**config.mk**
```make
export PLATFORM = sky130hd
export DESIGN_NAME = regfile_sb
export DESIGN_NICKNAME = d
export VERILOG_FILES = /design/src/rtl/regfile_sb.sv
export SDC_FILE = /design/constraint.sdc
export NUM_CORES = 1
export LEC_CHECK = 0
export CAP_MARGIN = 25
export CORE_ASPECT_RATIO = 1.5
export CORE_UTILIZATION = 35
export DETAILED_ROUTE_END_ITERATION = 16
export PLACE_DENSITY = 0.51
export SLEW_MARGIN = 40
export SYNTH_ARGS = -nofsm -noshare
export SYNTH_HDL_FRONTEND = slang
export SYNTH_SLANG_ARGS = --single-unit
```
**constraint.sdc**
```tcl
create_clock -name clk -period 5.6 [get_ports clk]
set_input_delay 1.12 -clock clk [delete_from_list [all_inputs] [get_ports clk]]
set_output_delay 1.12 -clock clk [all_outputs]
set_load 0.05 [all_outputs]
```
**src/rtl/regfile_sb.sv**
```systemverilog
// regfile_sb: CPU register file with a write-back port, optional write-to-read
// bypass and an integrated busy-bit scoreboard for RAW/WAW hazard tracking.
module regfile_sb #(
    parameter int WIDTH    = 16,
    parameter int REG_BITS = 4,
    parameter bit BYPASS   = 1'b1
) (
    input  logic                      clk,
    input  logic                      reset_n,
    input  logic [REG_BITS-1:0]       rd_a_index,
    input  logic [REG_BITS-1:0]       rd_b_index,
    output logic [WIDTH-1:0]          rd_a_data,
    output logic [WIDTH-1:0]          rd_b_data,
    output logic                      rd_a_ready,
    output logic                      rd_b_ready,
    input  logic                      wr_en,
    input  logic [REG_BITS-1:0]       wr_index,
    input  logic [WIDTH-1:0]          wr_data,
    input  logic                      issue_en,
    input  logic [REG_BITS-1:0]       issue_index,
    output logic                      issue_stall,
    input  logic                      flush,
    output logic [(1<<REG_BITS)-1:0]  busy_vec,
    output logic [REG_BITS:0]         busy_count,
    output logic                      err_wr_idle
);

    localparam int NREGS = 1 << REG_BITS;

    logic [WIDTH-1:0]    r_regs [NREGS];
    logic [NREGS-1:0]    r_busy;
    logic [REG_BITS:0]   r_busy_count;
    logic                r_err_wr_idle;

    logic                w_wr_valid;
    logic                w_wr_hits_issue;
    logic                w_issue_stall;
    logic                w_issue_accept;
    logic                w_err_next;
    logic [NREGS-1:0]    w_busy_next;
    logic [REG_BITS:0]   w_count_next;
    logic                w_a_bypass;
    logic                w_b_bypass;

    assign w_wr_valid      = wr_en & (wr_index != '0);
    assign w_wr_hits_issue = wr_en & (wr_index == issue_index);

    // A same-cycle write-back to the busy destination retires the old producer,
    // so the new issue can take over the register without a WAW stall.
    assign w_issue_stall  = issue_en & (issue_index != '0) & r_busy[issue_index]
                          & ~w_wr_hits_issue & ~flush;
    assign w_issue_accept = issue_en & ~w_issue_stall & (issue_index != '0);

    assign w_err_next = w_wr_valid & ~r_busy[wr_index] & ~flush;

    always_comb begin
        w_busy_next = r_busy;
        for (int i = 1; i < NREGS; i++) begin
            if (flush) begin
                w_busy_next[i] = 1'b0;
            end else if (w_issue_accept && (issue_index == REG_BITS'(i))) begin
                w_busy_next[i] = 1'b1;
            end else if (wr_en && (wr_index == REG_BITS'(i))) begin
                w_busy_next[i] = 1'b0;
            end
        end
        w_busy_next[0] = 1'b0;
    end

    // Popcount of the next busy vector so the count lands on the same edge.
    always_comb begin
        w_count_next = '0;
        for (int i = 0; i < NREGS; i++) begin
            w_count_next = w_count_next + (REG_BITS+1)'(w_busy_next[i]);
        end
    end

    always_ff @(posedge clk or negedge reset_n) begin
        if (!reset_n) begin
            for (int i = 0; i < NREGS; i++) begin
                r_regs[i] <= '0;
            end
        end else if (w_wr_valid) begin
            r_regs[wr_index] <= wr_data;
        end
    end

    always_ff @(posedge clk or negedge reset_n) begin
        if (!reset_n) begin
            r_busy        <= '0;
            r_busy_count  <= '0;
            r_err_wr_idle <= 1'b0;
        end else begin
            r_busy        <= w_busy_next;
            r_busy_count  <= w_count_next;
            r_err_wr_idle <= w_err_next;
        end
    end

    assign w_a_bypass = BYPASS & wr_en & (wr_index == rd_a_index);
    assign w_b_bypass = BYPASS & wr_en & (wr_index == rd_b_index);

    assign rd_a_data  = (rd_a_index == '0) ? '0 :
                        w_a_bypass         ? wr_data : r_regs[rd_a_index];
    assign rd_a_ready = (rd_a_index == '0) | w_a_bypass | ~r_busy[rd_a_index];

    assign rd_b_data  = (rd_b_index == '0) ? '0 :
                        w_b_bypass         ? wr_data : r_regs[rd_b_index];
    assign rd_b_ready = (rd_b_index == '0) | w_b_bypass | ~r_busy[rd_b_index];

    assign issue_stall = w_issue_stall;
    assign busy_vec    = r_busy;
    assign busy_count  = r_busy_count;
    assign err_wr_idle = r_err_wr_idle;

endmodule

```
## Yosys cells after proc, flatten, opt, wreduce, memory -nomap -nowiden

Cells that the tools add are included.

- Add/sub/neg operators: 14
- $mul: 0
- Div/mod/pow operators: 0
- $lt $le $gt $ge: 8
- Eq/ne operators: 33
- Shifts and indexed selects: 0
- Multiplexer cells: 66
- Bitwise gates (word level): 25
- Reduce and logical (&&, ||, !) cells: 35

Operators with widths:

| kind | count |
|---|---|
| 256-bit bitwise mux | 1 |
| 16-bit 2-to-1 mux | 9 |
| 16-bit binary-select mux with 4-bit select | 2 |
| 16-bit demux with 4-bit select | 1 |
| 4-bit equality test, second input constant | 16 |
| 5-bit by 1-bit adder with 5-bit output | 10 |
| 1-bit 2-to-1 mux | 49 |
| 4-bit by 3-bit equality test with 1-bit output, second input constant | 8 |
| 1-bit logical AND | 31 |
| 4-bit by 5-bit < comparator with 1-bit output, second input constant | 4 |
| 1-bit binary-select mux with 4-bit select | 4 |
| 4-bit by 2-bit equality test with 1-bit output, second input constant | 4 |
| 5-bit greater-or-equal comparator, second input constant | 3 |
| 4-bit NOT with 5-bit output | 3 |
| 1-bit AND | 12 |
| 4-bit equality test | 3 |
| 4-bit by 1-bit equality test with 1-bit output, second input constant | 2 |
| 4-bit zero test | 2 |
| 4-bit nonzero test | 2 |
| 1-bit NOT | 6 |
| 4-bit by 1-bit adder with 5-bit output | 1 |
| 5-bit by 1-bit < comparator with 1-bit output, second input constant | 1 |
| 3-bit by 1-bit adder with 4-bit output | 1 |
| 1-bit OR | 4 |
| other kinds (2) | 2 |

- Flip-flop bits (word level): 277
- Latch bits: 0
- Memory bits (writable): 0
- Memory bits (read-only): 0
- Bits of input ports: 37
- Logic and storage cells: 200
- Memories: 0

## Depth between registers and ports, before layout

- Word-level depth: 25
- Mapped depth: 18
- Gate-level depth less buffers: 15

## Worst setup path after synthesis

OpenSTA, ideal clock, no wires.

- Path type: input-to-output
- Start point: in issue_index[1]
- End point: out issue_stall
- Data arrival time: 4,397 ps
- Required time: 4,480 ps
- Path slack: 83 ps
- Stages on the path: 5
- Path buffers: 1
- Path through: buf_6 mux4_2 mux2i_1 nor2_1 a2111oi_0

- Longest elaborated chain between the ends: 5
- Elaborated cells between the ends (all ways): 10
- Classes of those cells: eq/ne: 1; mux: 2; bitwise: 6; reduce/logical: 1

RTL lines:

| element | line | text |
|---|---|---|
| from (decl) | 20 | `input logic [REG_BITS-1:0] issue_index,` |
| 1-bit binary-select mux with 4-bit select, or another cell as far along | 50 | `assign w_issue_stall = issue_en & (issue_index != '0) & r_busy[issue_index]` |
| 1-bit 2-to-1 mux (not written as such), or another cell as far along | 50 |  |
| 1-bit AND / 1-bit NOT (equally long branches) | 50, 51 |  |
| 1-bit AND (*) (2 in series) | 51 | `& ~w_wr_hits_issue & ~flush;` |
| to (decl) | 21 | `output logic issue_stall,` |

Every way passes the cells marked *; elsewhere a longest branch is shown, timed or not. The select of a mux whose other input is x is not followed.

## Worst setup path after layout

- Start point: in issue_index[1]
- End point: reg r_busy_count[2], in the netlist busy_count[2]

- Longest elaborated chain between the ends: 25
- Elaborated cells between the ends (all ways): 87
- Classes of those cells: add/sub: 14; eq/ne: 16; mux: 32; bitwise: 9; reduce/logical: 16

RTL lines:

| element | line | text |
|---|---|---|
| 1-bit binary-select mux with 4-bit select, or another cell as far along | 50 |  |
| 1-bit 2-to-1 mux (not written as such), or another cell as far along | 50 |  |
| 1-bit AND / 1-bit NOT (equally long branches) | 50, 51 |  |
| 1-bit AND (2 in series) | 51 |  |
| 1-bit NOT | 52 | `assign w_issue_accept = issue_en & ~w_issue_stall & (issue_index != '0);` |
| 1-bit AND (2 in series) | 52 |  |
| 1-bit logical AND | 61 | `end else if (w_issue_accept && (issue_index == REG_BITS'(i))) begin` |
| 1-bit 2-to-1 mux | 61 |  |
| 1-bit 2-to-1 mux | 59 | `if (flush) begin` |
| 1-bit by 1-bit adder with 2-bit output | 74 | `w_count_next = w_count_next + (REG_BITS+1)'(w_busy_next[i]);` |
| 2-bit by 1-bit adder with 3-bit output | 74 |  |
| 3-bit by 1-bit adder with 4-bit output | 74 |  |
| 4-bit by 1-bit adder with 5-bit output | 74 |  |
| 5-bit by 1-bit adder with 5-bit output (9 in series) | 74 |  |
| 5-bit by 1-bit adder with 5-bit output (*) | 74 |  |
| net w_count_next[2] | 41 | `logic [REG_BITS:0] w_count_next;` |
| to (signal assigned) | 95 | `r_busy_count <= w_count_next;` |
| to (decl) | 32 | `logic [REG_BITS:0] r_busy_count;` |

The timed path passes the listed nets; every way through them passes the cells marked *. The select of a mux whose other input is x is not followed.
A chain may end at the register's enable or synchronous reset.

==> run metrics <==
Clk network pwr share=32.6%; Max-cap violations=0; startpoint types=input pin; Yosys cell types=55; Hold Crit Class=flip-flop to flip-flop; via/cell ratio=5.72; post-cts resize count=0; PD cells=351 nW/um^2; setup violators final=0; fin cells=1763; root buf cell=clkbuf_16; mapped cell area=15600 um^2; largest net degree at the start of global routing=103; CTS tree=done; CTS Hold Bufs=0; simple-gate share of the synthesized area=3.94%; Layout Skew=0.00511 ns; met2 layer usage reported by global route=37.5%; total placed cells including tap cells=1708; Sequential Power Share=41.3%; Area after DPL=17400 um^2; post-layout util=42.1%; fillers=4093; Cells after Synth=1087; Most used DFF post-synth=dfrtp_1; Synth Area in Compound Gates=7.33%; global route hottest layer=met2; worst-path maximum fanout=3; Sw Pwr=1880 uW; Layout area overhead=18.3%; initial antenna violation count=0; crit path time final=5.39 ns; DP Wirelength=29.1 mm; Initial Utilization=35.6%; max_slew headroom=45.6%; Post-synth EDFFs=0; sequential share of the synthesized area=44.2%; Post-DRT Antenna Nets=0; Rows=94; DIE AREA=45600 um^2; crit path DAT=5.85 ns; crit share post-route=96.2%; Setup CP Type=input pin to flip-flop; register area=6910 um^2; largest family of logic cells by synthesized area=multiplexers; Mean Syn Cell Area=14.4 um^2; sw frac=28.9%; Synth area leaders=dfrtp_1, mux4_2, mux2_2, mux2_1, a22oi_1; final instance area=18500 um^2; layout cell share with drive strength beyond 1=42.5%; P_int=4630 uW; htree depth=1; Die W=175 um; GR met3 Demand/Resource=2.33%; vias in the first global route=11123; initial DRC count=637; Synth warnings=0; CP endpoint kind=flip-flop; commonest cells in the netlist=dfrtp_1, mux2_2, mux4_2; Pleak=0.00768 uW; Ports=94; dpl ws=-0.373 ns; Reg clk slew, reported paths=0.06 ns; Tot GR Track Use=20.8%; area share of the largest cell type after synthesis=44.2%; DR pass1 iterations=5; CP Data Required Time=6.06 ns; Seq cells post-synth=276; clock net sink count=276; routability cong.=0.825; largest area contributor in the netlist=dfrtp_1; Die Ht=261 um; adder-cell share of the synthesized area=1.44%; most common cell in the synthesized netlist=dfrtp_1; number of port buffers=91; first-pass GRT wire length=70.6 mm; total number of vias=10093; WL per Instance=26.3 um; total power draw=6500 uW; CTS max path bufs=3; worst slew pin tran=0.815 ns; outcome=complete, no violations; CORE AREA=44000 um^2; RSZ-0062 raised after global routing=no; final slew viol count=0; worst ir drop on vdd=225 uV; Multi-input gate area=8100 um^2; post-CTS setup buffers=0; final layout net count=1213; power share of the combinational group=26.0%; mux cell area share after synthesis=38.1%; Fin. Hold Viols=0; met1 Track Usage GR=25.7%; Final WS setup=0.211 ns; synthesized-area fraction occupied by xor and xnor cells=0.728%; Post-synth ARST share=100%; Post-Route WL=46.3 mm; diodes inserted=0; cts bufs inserted=30; DRC=0; Worst-Skew Late Latency=0.57 ns; Max Clk Rate=186 MHz; Worst R2R Setup Slack=0.81 ns; total gr overflow=0
[logic make-up (layout without fill, tap and decap cells)]
| group | Yosys count | after routing |
|---|---|---|
| other | 1 | 2 |
| buffers and inverters | 141 | 240 |
| adder cells (fa/ha/maj) | 12 | 12 |
| XOR/XNOR | 13 | 13 |
| AO/OA/AOI/OAI | 142 | 142 |
| AND/OR/NAND/NOR | 112 | 112 |
| multiplexers | 390 | 390 |
| flip-flops | 276 | 276 |
[layer usage]
metal  wire [um]  vias up  share of wire [%]
li1            -     4335                  -
met2       24400      233                 53
met3        1840       80                4.0
met5           0        -                  0
met1       18600     5445                 40
met4        1430        0                3.1
[critical path: stages]
cell and delay (ns):
clkdlybuf4s50_1 0.52, mux2_4 0.30, or3_1 0.32, nand4_2 0.13, a32oi_4 0.13, o31a_1 0.32, fa_1 0.49, fa_1 0.54
fa_1 0.43, fa_1 0.50, inv_1 0.05, fa_1 0.41, fa_1 0.44, xor2_1 0.15
[through the flow]
| step | hold slack [ns] | setup TNS [ns] |
|---|---|---|
| CTS | 0.397 | 0 |
| finish | 0.398 | 0 |
| detailed placement | 0.384 | -0.791 |
| floorplan | 0.441 | 0 |
| global route | 0.406 | 0 |
| global placement | 0.378 | -0.729 |
[final timing paths]
check,start,end,cells after the start
worst max-delay path,issue_index[1],busy_count[2],14
worst min-delay path,r_regs[251],r_regs[251],0
worst max register to register,busy_vec[12],busy_count[2],13
worst min register to register,r_regs[251],r_regs[251],0
max in group asynchronous,reset_n,r_regs[175],2
min in group asynchronous,reset_n,r_regs[252],1
[state kept, by name, summed over array words and instances (netlist names)]
register and count:
busy_vec 15, err_wr_idle 1, busy_count 4, r_regs 256
[placed cells by master, fill, tap and decap left out, types with 8 or more instances in the layout]
| cell type | n |
|---|---|
| nand2_1 | 49 |
| dfrtp_1 | 276 |
| mux2_2 | 167 |
| clkdlybuf4s50_1 | 53 |
| clkbuf_8 | 11 |
| o32ai_1 | 8 |
| nor2_2 | 12 |
| mux4_2 | 140 |
| buf_12 | 19 |
| fa_1 | 10 |
| inv_1 | 15 |
| buf_4 | 94 |
| nand2b_1 | 9 |
| a22o_1 | 32 |
| clkbuf_16 | 31 |
| a22oi_1 | 64 |
| xor2_1 | 8 |
| mux2_1 | 76 |
[power groups by stage]
stage	Combinational [uW]	Sequential, uW	Clock, uW
2_1_floorplan	1220	2640	0
3_3_place_gp	1690	2690	0
3_5_place_dp	1710	2720	0
4_1_cts	1720	2680	2170
5_1_grt	1810	2750	2240
6_report	1690	2690	2120
[layout make-up]
| type | instances | share of cell area, % |
|---|---|---|
| clock buffer | 45 | 5.07 |
| timing repair buffer | 169 | 8.94 |
| inverter | 16 | 0.325 |
| sequential | 276 | 37.3 |
| clock inverter | 10 | 0.703 |
| tap | 576 | 3.89 |
| multi-input combinational | 671 | 43.7 |
Note: power is estimated with default switching activity, not from simulation.
